File: config.mk
export PLATFORM = sky130hd
export DESIGN_NAME = bank_unloader
export DESIGN_NICKNAME = d
export VERILOG_FILES = /design/src/rtl/bank_unloader.sv
export SDC_FILE = /design/constraint.sdc
export NUM_CORES = 1
export LEC_CHECK = 0
export CAP_MARGIN = 5
export CORE_ASPECT_RATIO = 1.5
export CORE_MARGIN = 1.5
export CORE_UTILIZATION = 40
export DETAILED_ROUTE_END_ITERATION = 10
export HOLD_SLACK_MARGIN = 0.02
export PLACE_DENSITY = 0.68
export SYNTH_ARGS = -nofsm -noshare
export SYNTH_HDL_FRONTEND = slang
export SYNTH_SLANG_ARGS = --single-unit
File: constraint.sdc
create_clock -name clk -period 3.7 [get_ports clk]
set_input_delay 0.74 -clock clk [delete_from_list [all_inputs] [get_ports clk]]
set_output_delay 0.74 -clock clk [all_outputs]
set_load 0.05 [all_outputs]
File: src/rtl/bank_unloader.sv
// Streams the N transformed coefficients out of the four data banks in natural order.
// Optional build macro: BIT_REVERSE_EN (map_old_addr is the bit-reversed index).
module bank_unloader #(
    parameter int N          = 128,
    parameter int AW         = 7,
    parameter int BW         = 5,
    parameter int DW         = 12,
    parameter int MAP_LAT    = 1,
    parameter int BANK_LAT   = 1,
    parameter int FIFO_DEPTH = 4
) (
    input  logic          clk,
    input  logic          rst,
    input  logic          start,
    output logic [AW-1:0] map_old_addr,
    input  logic [1:0]    map_bank,
    input  logic [BW-1:0] map_new_addr,
    output logic [3:0]    rd_bank_en,
    output logic [BW-1:0] rd_addr,
    input  logic [DW-1:0] q0,
    input  logic [DW-1:0] q1,
    input  logic [DW-1:0] q2,
    input  logic [DW-1:0] q3,
    output logic [DW-1:0] dout,
    output logic [AW-1:0] dout_idx,
    output logic          dout_valid,
    input  logic          dout_ready,
    output logic          busy,
    output logic          done
);

    localparam int PW = (FIFO_DEPTH > 1) ? $clog2(FIFO_DEPTH) : 1;
    localparam int CW = $clog2(FIFO_DEPTH + 1);

    typedef enum logic [1:0] {IDLE, RUN, DRAIN, DONE} state_t;

    state_t         state_q, state_d;
    logic [AW-1:0]  cnt_q, cnt_d, addr_q, addr_next;
    logic           issue, pop, push, credit, pipe_empty;
    logic [7:0]     inflight, occ;

    logic [MAP_LAT-1:0]  mv_q;
    logic [AW-1:0]       midx_q [MAP_LAT];
    logic [BANK_LAT-1:0] bv_q;
    logic [AW-1:0]       bidx_q [BANK_LAT];
    logic [1:0]          bsel_q [BANK_LAT];

    logic [DW-1:0]  fd_q [FIFO_DEPTH];
    logic [AW-1:0]  fi_q [FIFO_DEPTH];
    logic [PW-1:0]  wp_q, rp_q;
    logic [CW-1:0]  fc_q;
    logic [DW-1:0]  qsel;

    function automatic logic [AW-1:0] map_addr(input logic [AW-1:0] c);
        logic [AW-1:0] r;
`ifdef BIT_REVERSE_EN
        for (int unsigned i = 0; i < AW; i++) r[i] = c[AW-1-i];
`else
        r = c;
`endif
        return r;
    endfunction

    function automatic logic [PW-1:0] ptr_inc(input logic [PW-1:0] p);
        return (p == PW'(FIFO_DEPTH - 1)) ? '0 : p + 1'b1;
    endfunction

    // Credit covers every issued entry not yet popped, so the FIFO can never overflow.
    always_comb begin
        inflight = '0;
        for (int unsigned i = 0; i < MAP_LAT; i++)  inflight = inflight + 8'(mv_q[i]);
        for (int unsigned i = 0; i < BANK_LAT; i++) inflight = inflight + 8'(bv_q[i]);
        occ        = inflight + 8'(fc_q);
        credit     = occ < 8'(FIFO_DEPTH);
        pipe_empty = (inflight == '0);
    end

    assign dout_valid = (fc_q != '0);
    assign pop        = dout_valid & dout_ready;
    assign push       = bv_q[BANK_LAT-1];
    assign dout       = fd_q[rp_q];
    assign dout_idx   = fi_q[rp_q];
    assign busy       = (state_q == RUN) || (state_q == DRAIN);
    assign done       = (state_q == DONE);
    assign addr_next  = map_addr(cnt_q);
    assign map_old_addr = issue ? addr_next : addr_q;
    assign rd_bank_en = mv_q[MAP_LAT-1] ? (4'b0001 << map_bank) : 4'b0000;
    assign rd_addr    = mv_q[MAP_LAT-1] ? map_new_addr : '0;

    always_comb begin
        case (bsel_q[BANK_LAT-1])
            2'd0:    qsel = q0;
            2'd1:    qsel = q1;
            2'd2:    qsel = q2;
            default: qsel = q3;
        endcase
    end

    always_comb begin
        state_d = state_q;
        cnt_d   = cnt_q;
        issue   = 1'b0;
        case (state_q)
            IDLE: if (start) begin
                state_d = RUN;
                cnt_d   = '0;
            end
            RUN: if (credit) begin
                issue = 1'b1;
                cnt_d = cnt_q + 1'b1;
                if (cnt_q == AW'(N - 1)) state_d = DRAIN;
            end
            // Leave as the final pop happens so done lands in the following cycle.
            DRAIN: if (pipe_empty && ((fc_q == '0) || ((fc_q == CW'(1)) && pop)))
                state_d = DONE;
            DONE:    state_d = IDLE;
            default: state_d = IDLE;
        endcase
    end

    always_ff @(posedge clk or posedge rst) begin
        if (rst) begin
            state_q <= IDLE;
            cnt_q   <= '0;
            addr_q  <= '0;
            mv_q    <= '0;
            bv_q    <= '0;
            for (int unsigned i = 0; i < MAP_LAT; i++) midx_q[i] <= '0;
            for (int unsigned i = 0; i < BANK_LAT; i++) begin
                bidx_q[i] <= '0;
                bsel_q[i] <= '0;
            end
        end else begin
            state_q <= state_d;
            cnt_q   <= cnt_d;
            if (issue) addr_q <= addr_next;
            mv_q[0]   <= issue;
            midx_q[0] <= cnt_q;
            for (int unsigned i = 1; i < MAP_LAT; i++) begin
                mv_q[i]   <= mv_q[i-1];
                midx_q[i] <= midx_q[i-1];
            end
            bv_q[0]   <= mv_q[MAP_LAT-1];
            bidx_q[0] <= midx_q[MAP_LAT-1];
            bsel_q[0] <= map_bank;
            for (int unsigned i = 1; i < BANK_LAT; i++) begin
                bv_q[i]   <= bv_q[i-1];
                bidx_q[i] <= bidx_q[i-1];
                bsel_q[i] <= bsel_q[i-1];
            end
        end
    end

    always_ff @(posedge clk or posedge rst) begin
        if (rst) begin
            wp_q <= '0;
            rp_q <= '0;
            fc_q <= '0;
            for (int unsigned i = 0; i < FIFO_DEPTH; i++) begin
                fd_q[i] <= '0;
                fi_q[i] <= '0;
            end
        end else begin
            if (push) begin
                fd_q[wp_q] <= qsel;
                fi_q[wp_q] <= bidx_q[BANK_LAT-1];
                wp_q       <= ptr_inc(wp_q);
            end
            if (pop) rp_q <= ptr_inc(rp_q);
            fc_q <= fc_q + CW'(push) - CW'(pop);
        end
    end

    always_ff @(posedge clk) begin
        if (!rst) assert (!(push && !pop && (fc_q == CW'(FIFO_DEPTH))));
    end

endmodule

==> results of run 1 <==
[metrics by stage]
stage          hold slack [ns]  power [mW]
6_report                 0.345        6.87
2_1_floorplan            0.331        4.42
5_1_grt                  0.348        7.25
3_5_place_dp             0.336        5.36
4_1_cts                  0.347        6.95
3_3_place_gp             0.333        5.25
[sequential cells by signal (all words and copies together), names as in the netlist, 2 cells and up]
signal     cells
fc_q           3
bidx_q         7
addr_q         7
bsel_q         2
rp_q           2
fi_q          28
state_q        2
fd_q          48
addr_next      7
midx_q         7
wp_q           2
[critical path, stage by stage (launching register included)]
cell	delay, ns
dfrtp_1	0.41
inv_1	0.12
ha_1	0.36
nor3b_2	0.29
nand2_1	0.27
mux2_2	0.31
dlygate4sd2_1	0.52
[area by class of cell]
| type | count | share of cell area (%) |
|---|---|---|
| timing repair buffer | 101 | 14.3 |
| clock buffer | 25 | 7.12 |
| clock inverter | 4 | 0.987 |
| inverter | 15 | 0.846 |
| sequential | 117 | 41.3 |
| tap | 159 | 2.80 |
| multi-input combinational | 202 | 32.7 |
[layer usage]
metal,up-vias,routed length [um],GRT usage [%]
li1,1496,-,-
met1,1706,4540,20.0
met2,104,5700,29.5
met3,18,753,6.58
met4,0,192,6.17
met5,-,0,0
[worst min-delay path by stage]
stage / end / cells past startpoint
final: bidx_q[4]$_DFF_PP0_ / 0
after global routing: bidx_q[4]$_DFF_PP0_ / 0
after CTS: bidx_q[2]$_DFF_PP0_ / 0
after detailed placement: bidx_q[3]$_DFF_PP0_ / 0
after global placement: bidx_q[1]$_DFF_PP0_ / 0
after floorplan: bidx_q[0]$_DFF_PP0_ / 0
[cell families (layout without fill, tap and decap cells)]
group | after synthesis | after routing
flip-flops | 117 | 117
adder cells (fa/ha/maj) | 17 | 17
AO/OA/AOI/OAI | 20 | 20
multiplexers | 116 | 116
buffers and inverters | 27 | 145
AND/OR/NAND/NOR | 46 | 46
XOR/XNOR | 3 | 3
[power by group through the flow]
stage	logic (mW)	registers (mW)	clock network, mW
global placement	3.07	2.18	0
detailed placement	3.12	2.23	0
global route	3.27	2.29	1.69
finish	3.08	2.21	1.58
CTS	3.12	2.22	1.62
floorplan	2.35	2.06	0
[placed cells by master (no fill, tap or decap), drive strengths merged, types with 3 or more instances in the layout]
cell type      count
buf                5
ha                16
dfrtp            117
inv               14
nand3              4
nor2               4
dlygate4sd2        7
nand2             14
clkdlybuf4s50     89
and2               6
or3                3
mux4              31
a22o               3
nor3               6
o21ai              7
mux2              85
clkbuf            25
==> summary.md, run 1 <==
| Metric | Value |
|---|---|
| Fin crit share | slightly above 90% |
| Hold Path Class | reg -> reg |
| Critical Path Source | state_q[1]$_DFFE_PP0P_ |
| Placeable Area | 13000 um^2 |
| Post-placement cell area | approximately 6500 um^2 |
| Fin nets | 530 |
| Final min period | 3.43 ns |
| Critical path endpoint category | output pin |
| Worst EP required | ~3.0 ns |
| # fillers | 1093 |
| Initial antenna violation count | 0 |
| Initial Utilization | 41.2% |
| Synth top area share | ~55% |
| Reg2reg path depth | 6 |
| Num CTS Buffers | 17 |
| Max Cap Violations | 0 |
| Maximum achievable frequency | slightly below 300 MHz |
| Worst Tran Pin Value | around 1.1 ns |
| Setup Skew | approximately 0.0053 ns |
| # setup viols final | 0 |
| Via density | approximately 5.3 |
| Count of state elements after synthesis | ~120 |
| First-pass iteration count of the detailed router | 4 |
| CP endpoint | map_old_addr[5] |
| Die width | around 100 um |
| PwrDens | a little under 1000 nW/um^2 |
| Final number of hold-violating endpoints | 0 |
| R2r endpoint | state_q[1]$_DFFE_PP0P_ |
| Largest family of logic cells by synthesized area | multiplexers |
| Yosys Warn Count | 0 |
| Final Instance Count excl. Fillers | a little over 600 |
| Die height | approximately 140 um |
| Layout cell share with drive strength beyond 1 | roughly a third |
| Sequential cell area | a little under 3000 um^2 |
| Worst Min Path Start | midx_q[4]$_DFF_PP0_ |
| DR iter-0 viols | between 80 and 90 |
| Final Cell Area | between 7000 and 8000 um^2 |
| Synth Area per Inst | between 15 and 20 um^2 |
| Post_cts resized | 7 |
| CTS sink cnt | between 100 and 150 |
| Synth area leader | dfrtp_1 |
| Antenna Cells | 0 |
| Cells after DPL | ~600 |
| Residual DRC | 0 |
| Synth cell types | between 40 and 50 |
| CTS tree | done |
| Maximum VDD drop | 0.569 mV |
| Unrepaired setup endpoints after global routing | no |
| Xor/xnor share of the synthesized area | less than 1% |
| I/O pin cnt | 97 |
| Port Buffers | 96 |
| CTS clk-pin slew, worst paths | approximately 0.05 ns |
| Clk root buf | clkbuf_16 |
| Synth Instances | ~350 |
| Crit Path Category | reg -> out |
| Setup Buffers After CTS | 0 |
| Critical Path Start Type | flop |
| Syn-to-layout area delta | 32.4% |
| Area of the multi-input gates | around 2300 um^2 |
| Seq/Total Area, Yosys | a little over half |
| Normalized max-slew margin | 28.6% |
| Place WS | between 0.3 and 0.4 ns |
| Comb power frac | between 40 and 50% |
| R2r startpoint | bv_q$_DFF_PP0_ |
| H-tree depth | 4 |
| Adder-cell share of the synthesized area | 4.11% |
| Routed via count | around 3.3k |
| Net Count, Synth | about 420 |
| Tot GR Track Use | between 15 and 20% |
| Psw | 2.56 mW |
| Routed length per instance | 18.0 um |
| R2r setup slk | between 1 and 1.5 ns |
| Post-synth EDFFs | 0 |
| Max FO, Critical Path | 9 |
| DP Wirelength | 7680 um |
| Mux cell area share after synthesis | a little under a third |
| Asr flop ratio synth | 100% |
| Latest clock arrival within the worst-skew pair | between 0.4 and 0.5 ns |
| GR Overflow Total | 0 |
| Global-route wire length before repair | roughly 19000 um |
| # rows | approximately 50 |
| Cts hold-fix bufs | 0 |
| TNS Setup | 0 ns |
| Final core occ | around 55% |
| Static Leak | 3.13 nW |
| Synth Area in Compound Gates | ~3.1% |
| Outcome | complete, no violations |
| Clock tree buffer depth | 2 |
| Total Die Area | around 14000 um^2 |
| Reg power frac | between 30% and 40% |
| Max-slew violation count | 0 |
| Crit path arrival time | around 2.7 ns |
| Number of global-route vias before repair | approximately 3.6k |
| Post-Syn Area | between 5000 and 6000 um^2 |
| Sw Ratio | 37.3% |
| Detail Route Antenna Nets | 0 |
| Setup slack after layout | around 0.27 ns |
| Largest net degree at the start of global routing | 62 |
| Top FF cell, synth | dfrtp_1 |
| Clock share of power | between 20% and 30% |
| List of most frequent post-synthesis cells | 117 x dfrtp_1, 83 x mux2_2, 31 x mux4_2 |
| Internal power | roughly 4.3 mW |
| Top-count cell post-synth | dfrtp_1 |
| Placer Congestion | 0.872 |
| Simple-Gate Fraction of Synth Area | under 10% |
| Top cells by area, synth | dfrtp_1 55%, mux2_2 17%, mux4_2 13%, ha_1 3.7%, inv_1 1.1% |
| WL final | around 11000 um |
Note: power is estimated with default switching activity, not from simulation.
==> run 2, diff against run 1 <==
--- a/config.mk
+++ b/config.mk
@@ -7,7 +7,6 @@
 export LEC_CHECK = 0
 export CAP_MARGIN = 5
 export CORE_ASPECT_RATIO = 1.5
-export CORE_MARGIN = 1.5
 export CORE_UTILIZATION = 40
 export DETAILED_ROUTE_END_ITERATION = 10
 export HOLD_SLACK_MARGIN = 0.02
==> run 2 against run 1 <==
Net effect: critical path depth stayed put; total power is 2.1% lower; via count is 1.8% lower; clock skew is 0.0012 ns higher; core utilization is 0.39 points lower; critical path type unchanged; largest power group unchanged; highest routed layer unchanged.
==> summary.md, run 2 (synthesis gave the netlist of run 1 again) <==
| Metric | Value |
|---|---|
| Detail Route Antenna Nets | 0 (unchanged) |
| WL final | 10900 um (-2.6%) |
| Worst Tran Pin Value | 1.04 ns (-0.0239 ns) |
| Clk root buf | clkbuf_16 |
| GR Overflow Total | 0 (unchanged) |
| Clock tree buffer depth | 2 (unchanged) |
| Hold Path Class | reg -> reg |
| Most flops, register | fd_q |
| Outcome | complete, no violations |
| R2r setup slk | 1.30 ns (about the same) |
| Final number of hold-violating endpoints | 0 (unchanged) |
| Fin crit share | 92.8% (+0.13 points) |
| Initial Utilization | 41.2% (unchanged) |
| Crit Path Category | reg -> out |
| Delay of the slowest cell on the worst path | 0.53 ns (about the same) |
| Commonest cells after routing, fill and taps aside | 117 x dfrtp_1, 89 x clkdlybuf4s50_1, 83 x mux2_2 |
| # setup viols final | 0 (unchanged) |
| Syn-to-layout area delta | 31.4% |
| Hold slack final | 0.341 ns (-0.00368 ns) |
| Initial antenna violation count | 0 (unchanged) |
| CTS clk-pin slew, worst paths | 0.05 ns (about the same) |
| Max FO, Critical Path | 9 (unchanged) |
| TNS Setup | 0 ns (unchanged) |
| Number of global-route vias before repair | 3541 (-2.0%) |
| Unrepaired setup endpoints after global routing | no |
| Routed length per instance | 17.5 um (-2.6%) |
| First-pass iteration count of the detailed router | 4 (unchanged) |
| DP Wirelength | 7370 um (-3.9%) |
| DR iter-0 viols | 109 (+35%) |
| Critical path endpoint category | output pin |
| I/O pin cnt | 97 (unchanged) |
| Residual DRC | 0 (unchanged) |
| Maximum VDD drop | 0.499 mV (-12%) |
| Critical Path Start Type | flop |
| # rows | 51 (unchanged) |
| Crit path arrival time | 2.69 ns (about the same) |
| Normalized max-slew margin | 30.2% (+1.6 points) |
| Tot GR Track Use | 17.0% (-0.29 points) |
| Crit path cell chain | inv_1 > ha_1 > nor3b_2 > nand2_1 > mux2_2 > dlygate4sd2_1 |
| Max reg flops | 48 (unchanged) |
| Antenna Cells | 0 (unchanged) |
| PwrDens | 954 nW/um^2 (-1.4%) |
| Placeable Area | 13000 um^2 (unchanged) |
| Largest registers | fd_q x48, fi_q x28 |
| Setup Skew | 0.00650 ns (+0.00120 ns) |
| Total Die Area | 13900 um^2 (-1.7%) |
| Routed via count | 3263 (-1.8%) |
| Worst path buffer plus inverter count | 2 (unchanged) |
| Port Buffers | 96 (unchanged) |
| Die height | 144 um (-0.69%) |
| Setup Buffers After CTS | 0 (unchanged) |
| Final min period | 3.43 ns (+0.00499 ns) |
| Max Cap Violations | 0 (unchanged) |
| CTS tree | done |
| Die width | 96.5 um (-1.0%) |
| Max-slew violation count | 0 (unchanged) |
| Via density | 5.24 (-1.8%) |
| CTS sink cnt | 117 (unchanged) |
| Placer Congestion | 0.861 (-1.2%) |
| Final Cell Area | 7040 um^2 (-0.72%) |
| Maximum achievable frequency | 291 MHz (-0.15%) |
| Static Leak | 3.11 nW (-0.86%) |
| Latest clock arrival within the worst-skew pair | 0.40 ns (about the same) |
| Worst EP required | 2.96 ns (about the same) |
| Cts hold-fix bufs | 0 (unchanged) |
| Layout cell share with drive strength beyond 1 | 32.5% (-0.43 points) |
| Num CTS Buffers | 17 (unchanged) |
| Post_cts resized | 7 (unchanged) |
| Final total power | 6.72 mW (-2.1%) |
| Largest net degree at the start of global routing | 118 (+90%) |
| Fin nets | 529 (-0.19%) |
| Top Family by Delay on Critical Path | buffers and inverters |
| Global-route wire length before repair | 17400 um (-7.0%) |
| Post-placement cell area | 6520 um^2 (-0.12%) |
| H-tree depth | 4 (unchanged) |
| Critical path's slowest cell | dlygate4sd2_1 |
| Commonest non-fill, non-tap cell in the layout | dfrtp_1 |
==> run 2: cell count changes in the layout (fill, tap and decap cells not counted) <==
cell / before / now
buf_4: 3 / 2
clkbuf_1: 3 / 5
bufinv_16: 2 / 0
clkinv_4: 0 / 1
==> run 2: final timing paths <==
check	start	end	depth (start not counted)
max reg2reg	bv_q$_DFF_PP0_	state_q[1]$_DFFE_PP0P_	6
max	state_q[1]$_DFFE_PP0P_	map_old_addr[3]	6
min reg2reg	midx_q[0]$_DFF_PP0_	bidx_q[0]$_DFF_PP0_	0
min in group asynchronous	rst	fi_q[11]$_DFFE_PP0P_	3
max in group asynchronous	rst	bsel_q[0]$_DFF_PP0_	3
min	midx_q[0]$_DFF_PP0_	bidx_q[0]$_DFF_PP0_	0
==> run 2: layer usage <==
layer	wire [um]	global-route usage (%)
met1	4410	19.5
met2	5600	29.7
met3	771	5.50
met4	117	5.34
met5	0	0
==> run 2: metrics by stage <==
stage / cells / setup WS, ns / util [%]
detailed placement: 593 / 0.386 / 50.1
finish: 623 / 0.266 / 54.1
global route: 623 / 0.0567 / 54.1
CTS: 623 / 0.222 / 54.1
floorplan: 346 / 0.543 / -
global placement: 593 / 0.482 / 50.1
==> run 2: worst reg2reg max path: stages, from the launching register on <==
cell,delay (ns)
dfrtp_1,0.47
ha_1,0.23
ha_1,0.28
a311o_2,0.44
o41ai_4,0.39
nand3_2,0.14
mux2_4,0.32
==> run 2: final cells by class <==
class                      instances  area (um^2)
clock inverter                     3         18.8
tap                              159          199
timing repair buffer             100         1010
fill                            1099         5970
inverter                          15         60.1
multi-input combinational        202         2320
clock buffer                      27          513
sequential                       117         2930
==> run 2: power breakdown <==
| part | switching (mW) | internal (mW) |
|---|---|---|
| registers | 0.360 | 1.83 |
| logic | 1.67 | 1.40 |
| clock network | 0.515 | 0.935 |
| total | 2.55 | 4.17 |
==> run 3, diff against run 2 <==
--- a/config.mk
+++ b/config.mk
@@ -5,12 +5,12 @@
 export SDC_FILE = /design/constraint.sdc
 export NUM_CORES = 1
 export LEC_CHECK = 0
-export CAP_MARGIN = 5
+export CAP_MARGIN = 40
 export CORE_ASPECT_RATIO = 1.5
 export CORE_UTILIZATION = 40
 export DETAILED_ROUTE_END_ITERATION = 10
 export HOLD_SLACK_MARGIN = 0.02
-export PLACE_DENSITY = 0.68
+export PLACE_DENSITY = 0.66
 export SYNTH_ARGS = -nofsm -noshare
 export SYNTH_HDL_FRONTEND = slang
 export SYNTH_SLANG_ARGS = --single-unit
==> constraint.sdc (replaced) <==
create_clock -name clk -period 3.4 [get_ports clk]
set_input_delay 0.68 -clock clk [delete_from_list [all_inputs] [get_ports clk]]
set_output_delay 0.68 -clock clk [all_outputs]
set_load 0.05 [all_outputs]
==> run 3 against run 2 <==
Net effect: flip-flop and latch count unchanged; clock power increased by 34%; die area unchanged; global-route usage increased by 0.85 points; count of clock-buffer cells in the layout decreased by 7; register-to-register slack got worse by 0.29 ns; clock skew about the same; critical path depth unchanged; wire length increased by 3.9%; critical path type unchanged; largest power group unchanged.
==> summary.md, run 3 (synthesis gave the netlist of run 1 again) <==
| Metric | Value |
|---|---|
| Unrepaired setup endpoints after global routing | no |
| Largest registers | fd_q x48, fi_q x28 |
| H-tree depth | 4 (unchanged) |
| Placer Congestion | 0.826 (-4.1%) |
| Die width | 96.5 um (unchanged) |
| DP Wirelength | 7790 um (+5.7%) |
| Routed length per instance | 17.9 um (+2.4%) |
| # rows | 51 (unchanged) |
| Die height | 144 um (unchanged) |
| Global-route wire length before repair | 18100 um (+4.1%) |
| Max-slew violation count | 0 (unchanged) |
| Critical Path Start Type | flop |
| Maximum achievable frequency | ~310 MHz |
| Static Leak | 3.18 nW (+2.5%) |
| Hold EP | bidx_q[0]$_DFF_PP0_ |
| Initial antenna violation count | 0 (unchanged) |
| Number of global-route vias before repair | 3630 (+2.5%) |
| Clk root buf | clkbuf_16 |
| Clock tree buffer depth | 2 (unchanged) |
| Commonest cells after routing, fill and taps aside | 117 x dfrtp_1, 85 x clkdlybuf4s50_1, 83 x mux2_2 |
| Critical path endpoint category | output pin |
| Detail Route Antenna Nets | 0 (unchanged) |
| WL final | 11300 um (+3.9%) |
| Max FO, Critical Path | 10 (+1) |
| Fin nets | 536 (+1.3%) |
| TNS Setup | 0 ns (unchanged) |
| # fillers | 1089 (-0.91%) |
| Internal power | 4.87 mW (+17%) |
| Tot GR Track Use | 17.9% (+0.85 points) |
| DR iter-0 viols | 111 (+1.8%) |
| Placeable Area | 13000 um^2 (unchanged) |
| Met2 Usage GRT | 30.7% (+0.96 points) |
| R2r startpoint | mv_q$_DFF_PP0_ |
| Reg power frac | 30.8% (-1.8 points) |
| WHS Path Cells | 0 (unchanged) |
| CTS sink cnt | 117 (unchanged) |
| Crit path arrival time | 2.55 ns (-0.14 ns) |
| Fin crit share | between 90 and 100% |
| Maximum VDD drop | 0.854 mV (+71%) |
| Final total power | 7.72 mW (+15%) |
| Outcome | complete, no violations |
| Crit Path Category | reg -> out |
| Final core occ | 55.4% (+1.3 points) |
| Sw Ratio | 36.9% (-1.0 points) |
| Port Buffers | 96 (unchanged) |
| Clock share of power | 25.3% (+3.7 points) |
| Most flops, register | fd_q |
| I/O pin cnt | 97 (unchanged) |
| CTS tree | done |
| M3 GR Usage | 5.56% (+0.053 points) |
| Hold slack final | 0.348 ns (+0.00723 ns) |
| R2r setup slk | 1.01 ns (-0.29 ns) |
| Largest net degree at the start of global routing | 93 (-21%) |
| Antenna Cells | 0 (unchanged) |
| Residual DRC | 0 (unchanged) |
| CTS clk-pin slew, worst paths | 0.05 ns (about the same) |
| Worst Min Path Start | midx_q[0]$_DFF_PP0_ |
| # setup viols final | 0 (unchanged) |
| Critical Path Source | mv_q$_DFF_PP0_ |
| Initial Utilization | 41.2% (unchanged) |
| Total Die Area | 13900 um^2 (unchanged) |
| Commonest non-fill, non-tap cell in the layout | dfrtp_1 |
| Syn-to-layout area delta | 34.5% |
| Setup slack after layout | 0.175 ns (-0.0914 ns) |
| First-pass iteration count of the detailed router | 4 (unchanged) |
| GR Util met1 | 21.0% (+1.5 points) |
| Num CTS Buffers | 17 (unchanged) |
| Reg2reg path depth | 6 (unchanged) |
| Psw | 2.85 mW (+12%) |
| Worst EP required | 2.72 ns (-0.24 ns) |
| PwrDens | 1070 nW/um^2 (+12%) |
| Via density | 5.28 (+0.87%) |
| Normalized max-slew margin | 46.6% (+16 points) |
| GR Overflow Total | 0 (unchanged) |
| Setup Skew | 0.00611 ns (-0.000382 ns) |
| Routed via count | 3339 (+2.3%) |
| R2r endpoint | state_q[1]$_DFFE_PP0P_ |
| Final min period | between 3 and 4 ns |
| Max Cap Violations | 0 (unchanged) |
| Grt peak-use layer | met2 |
| Max reg flops | 48 (unchanged) |
| Comb power frac | 43.9% (-1.9 points) |
| Place WS | 0.219 ns (-0.167 ns) |
| Hold Path Class | reg -> reg |
| Latest clock arrival within the worst-skew pair | 0.40 ns (about the same) |
| Worst Tran Pin Value | 0.801 ns (-0.243 ns) |
| Final number of hold-violating endpoints | 0 (unchanged) |
| Layout cell share with drive strength beyond 1 | 36.2% (+3.6 points) |
==> run 3: cell types whose count changed in the layout (fill, tap and decap cells not counted), sizes merged, moves of 3 or more <==
cell and delta:
dlygate4sd2 -3, clkinvlp +3, bufinv +5, clkdlybuf4s50 -4, buf +13, clkbuf -7
==> run 3: worst max path at each step <==
stage | endpoint | slack (ns) | cells after the start
floorplan | map_old_addr[6] | 0.30 | 5
finish | map_old_addr[4] | 0.17 | 6
detailed placement | map_old_addr[0] | 0.22 | 6
global placement | map_old_addr[1] | 0.26 | 6
global route | map_old_addr[1] | 0.01 | 6
CTS | map_old_addr[0] | 0.03 | 6
==> run 3: per-layer routing <==
layer  share of wire [%]  vias to the layer above
li1                    -                     1511
met1                  41                     1718
met2                  52                       98
met3                 5.6                       12
met4                 1.2                        0
met5                   0                        -
==> run 3: through the flow <==
stage / std cells / instance area [um^2]
floorplan: 346 / 5360
global placement: 599 / 6540
detailed placement: 600 / 6550
CTS: 632 / 7200
global route: 632 / 7210
finish: 632 / 7210
==> run 3: critical path, cell delays in order (launching register included) <==
cell,delay [ns]
dfrtp_1,0.46
ha_1,0.24
ha_1,0.20
nor3b_2,0.25
nand2_2,0.19
mux2_2,0.27
dlygate4sd2_1,0.52
==> run 3: cell type report <==
class	instances	area (um^2)	share of cell area (%)
Clock buffer	20	457	6.34
Clock inverter	12	200	2.78
Inverter	15	60.1	0.833
Multi-Input combinational cell	202	2320	32.2
Sequential cell	117	2930	40.6
Tap cell	159	199	2.76
Timing Repair Buffer	107	1040	14.5
==> run 3: power groups by stage <==
stage | clock, mW | sequential (mW) | combinational [mW]
4_1_cts | 1.99 | 2.38 | 3.44
2_1_floorplan | 0 | 2.25 | 2.56
3_5_place_dp | 0 | 2.40 | 3.44
6_report | 1.95 | 2.37 | 3.39
5_1_grt | 2.05 | 2.46 | 3.62
3_3_place_gp | 0 | 2.34 | 3.36
==> run 3: timing repair <==
action                                  4_1_cts  5_1_grt
resized for setup                             5        2
hold buffers                                  0        0
endpoints found under the setup margin        5        5
setup buffers                                 0        0
==> RTL edit (flow settings as in run 1) <==
The 4 states of `state_t` get a Gray code encoding in 2 bits.
--- a/src/rtl/bank_unloader.sv
+++ b/src/rtl/bank_unloader.sv
@@ -34,3 +34,3 @@
 
-    typedef enum logic [1:0] {IDLE, RUN, DRAIN, DONE} state_t;
+    typedef enum logic [1:0] {IDLE = 2'b00, RUN = 2'b01, DRAIN = 2'b11, DONE = 2'b10} state_t;
 
Behaviour: same outputs for any inputs over 10 cycles, from zero or initial values and one cycle with rst high; not proved beyond that.
==> RTL edit against run 1 <==
- final cell count shrank 0.96%
- die area down 2.1%
- sequential cell count stayed put
- power up 8.2%
- count of clock-buffer cells in the layout shrank 5
- area after synthesis shrank 2.1%
- wire length is 3.4% lower
- final area down 0.78%
- setup slack worse by 0.047 ns
- combinational power is 8.8% higher
- clock power increased by 14%
- critical path depth unchanged
- critical endpoint is now map_old_addr[4]
- largest power group unchanged
- highest routed layer unchanged
==> RTL edit: results (changes against run 1) <==
- Status: completed
- Placed Area: 6380 um^2 (-2.3%)
- Post-synthesis compound-gate area fraction: 0.0239 (-0.00720)
- Largest net degree at the start of global routing: 57 (-8.1%)
- DR WL met3: 604 um (-20%)
- CP max FO: 10 (+1)
- Multi-input gate count: 193 (-4.5%)
- Fraction of layout cells with a size suffix above 1: 0.352 (+0.0218)
- Clock skew: 0.00657 ns (+0.00127 ns)
- ClkCell Share: 0.0933 (+0.0122)
- Mux cell area share after synthesis: 0.315 (+0.00553)
- Placer Congestion: 0.843 (-3.4%)
- GRT Total Usage: 0.170 (-0.00372)
- Synth Area in Adders: 0.0301 (-0.0110)
- Fin Hold WS: 0.345 ns (-0.000370 ns)
- Mapped Cells: 338 (-2.3%)
- CLK BUF: 20 (-20%)
- VDD IR max: 0.608 mV (+6.7%)
- DR vias/cell: 5.29 (-0.79%)
- Final wirelength: 10.8 mm (-3.4%)
- Capture point of the critical path: map_old_addr[4]
- RR Endpoint: fc_q[2]$_DFF_PP0_
- Fraction of area in registers: 0.416 (+0.00323)
- WL met2: 5.85 mm (+2.6%)
- Hold EP: bidx_q[2]$_DFF_PP0_
- Xor/xnor cell area share of the yosys netlist: 0.00334 (-0.00156)
- Multi-input gate area: 2200 um^2 (-5.0%)
- FF-to-FF setup slack: 1.18 ns (-0.11 ns)
- Post_cts resized: 0 (-7)
- GR Util met1: 0.191 (-0.00953)
- Final Core Density: 0.546 (+0.00113)
- Placed wire-length estimate: 7.33 mm (-4.5%)
==> RTL edit: cell count changes after synthesis, sizes merged, moves of 2 or more <==
| cell | before | now |
|---|---|---|
| mux2i | 0 | 2 |
| o211ai | 0 | 2 |
| o31ai | 0 | 2 |
| o41ai | 2 | 0 |
| nand2b | 0 | 3 |
| buf | 7 | 10 |
| a21o | 2 | 0 |
| and4 | 0 | 2 |
| clkbuf | 5 | 3 |
| a22o | 3 | 0 |
| nor3 | 6 | 1 |
| mux2 | 85 | 83 |
| nand4 | 1 | 3 |
| ha | 16 | 11 |
==> RTL edit: critical path, stage by stage, from the launching register on <==
cell and delay, ns:
dfrtp_1 0.48, ha_1 0.24, ha_1 0.30, a311oi_2 0.52
nand2_2 0.24, o21ai_0 0.29, buf_4 0.25
==> RTL edit: report_power, final <==
part           total [mW]  switching (mW)  internal (mW)
Combinational        3.35            1.84           1.50
Clock                1.80           0.571           1.23
Sequential           2.28           0.397           1.88
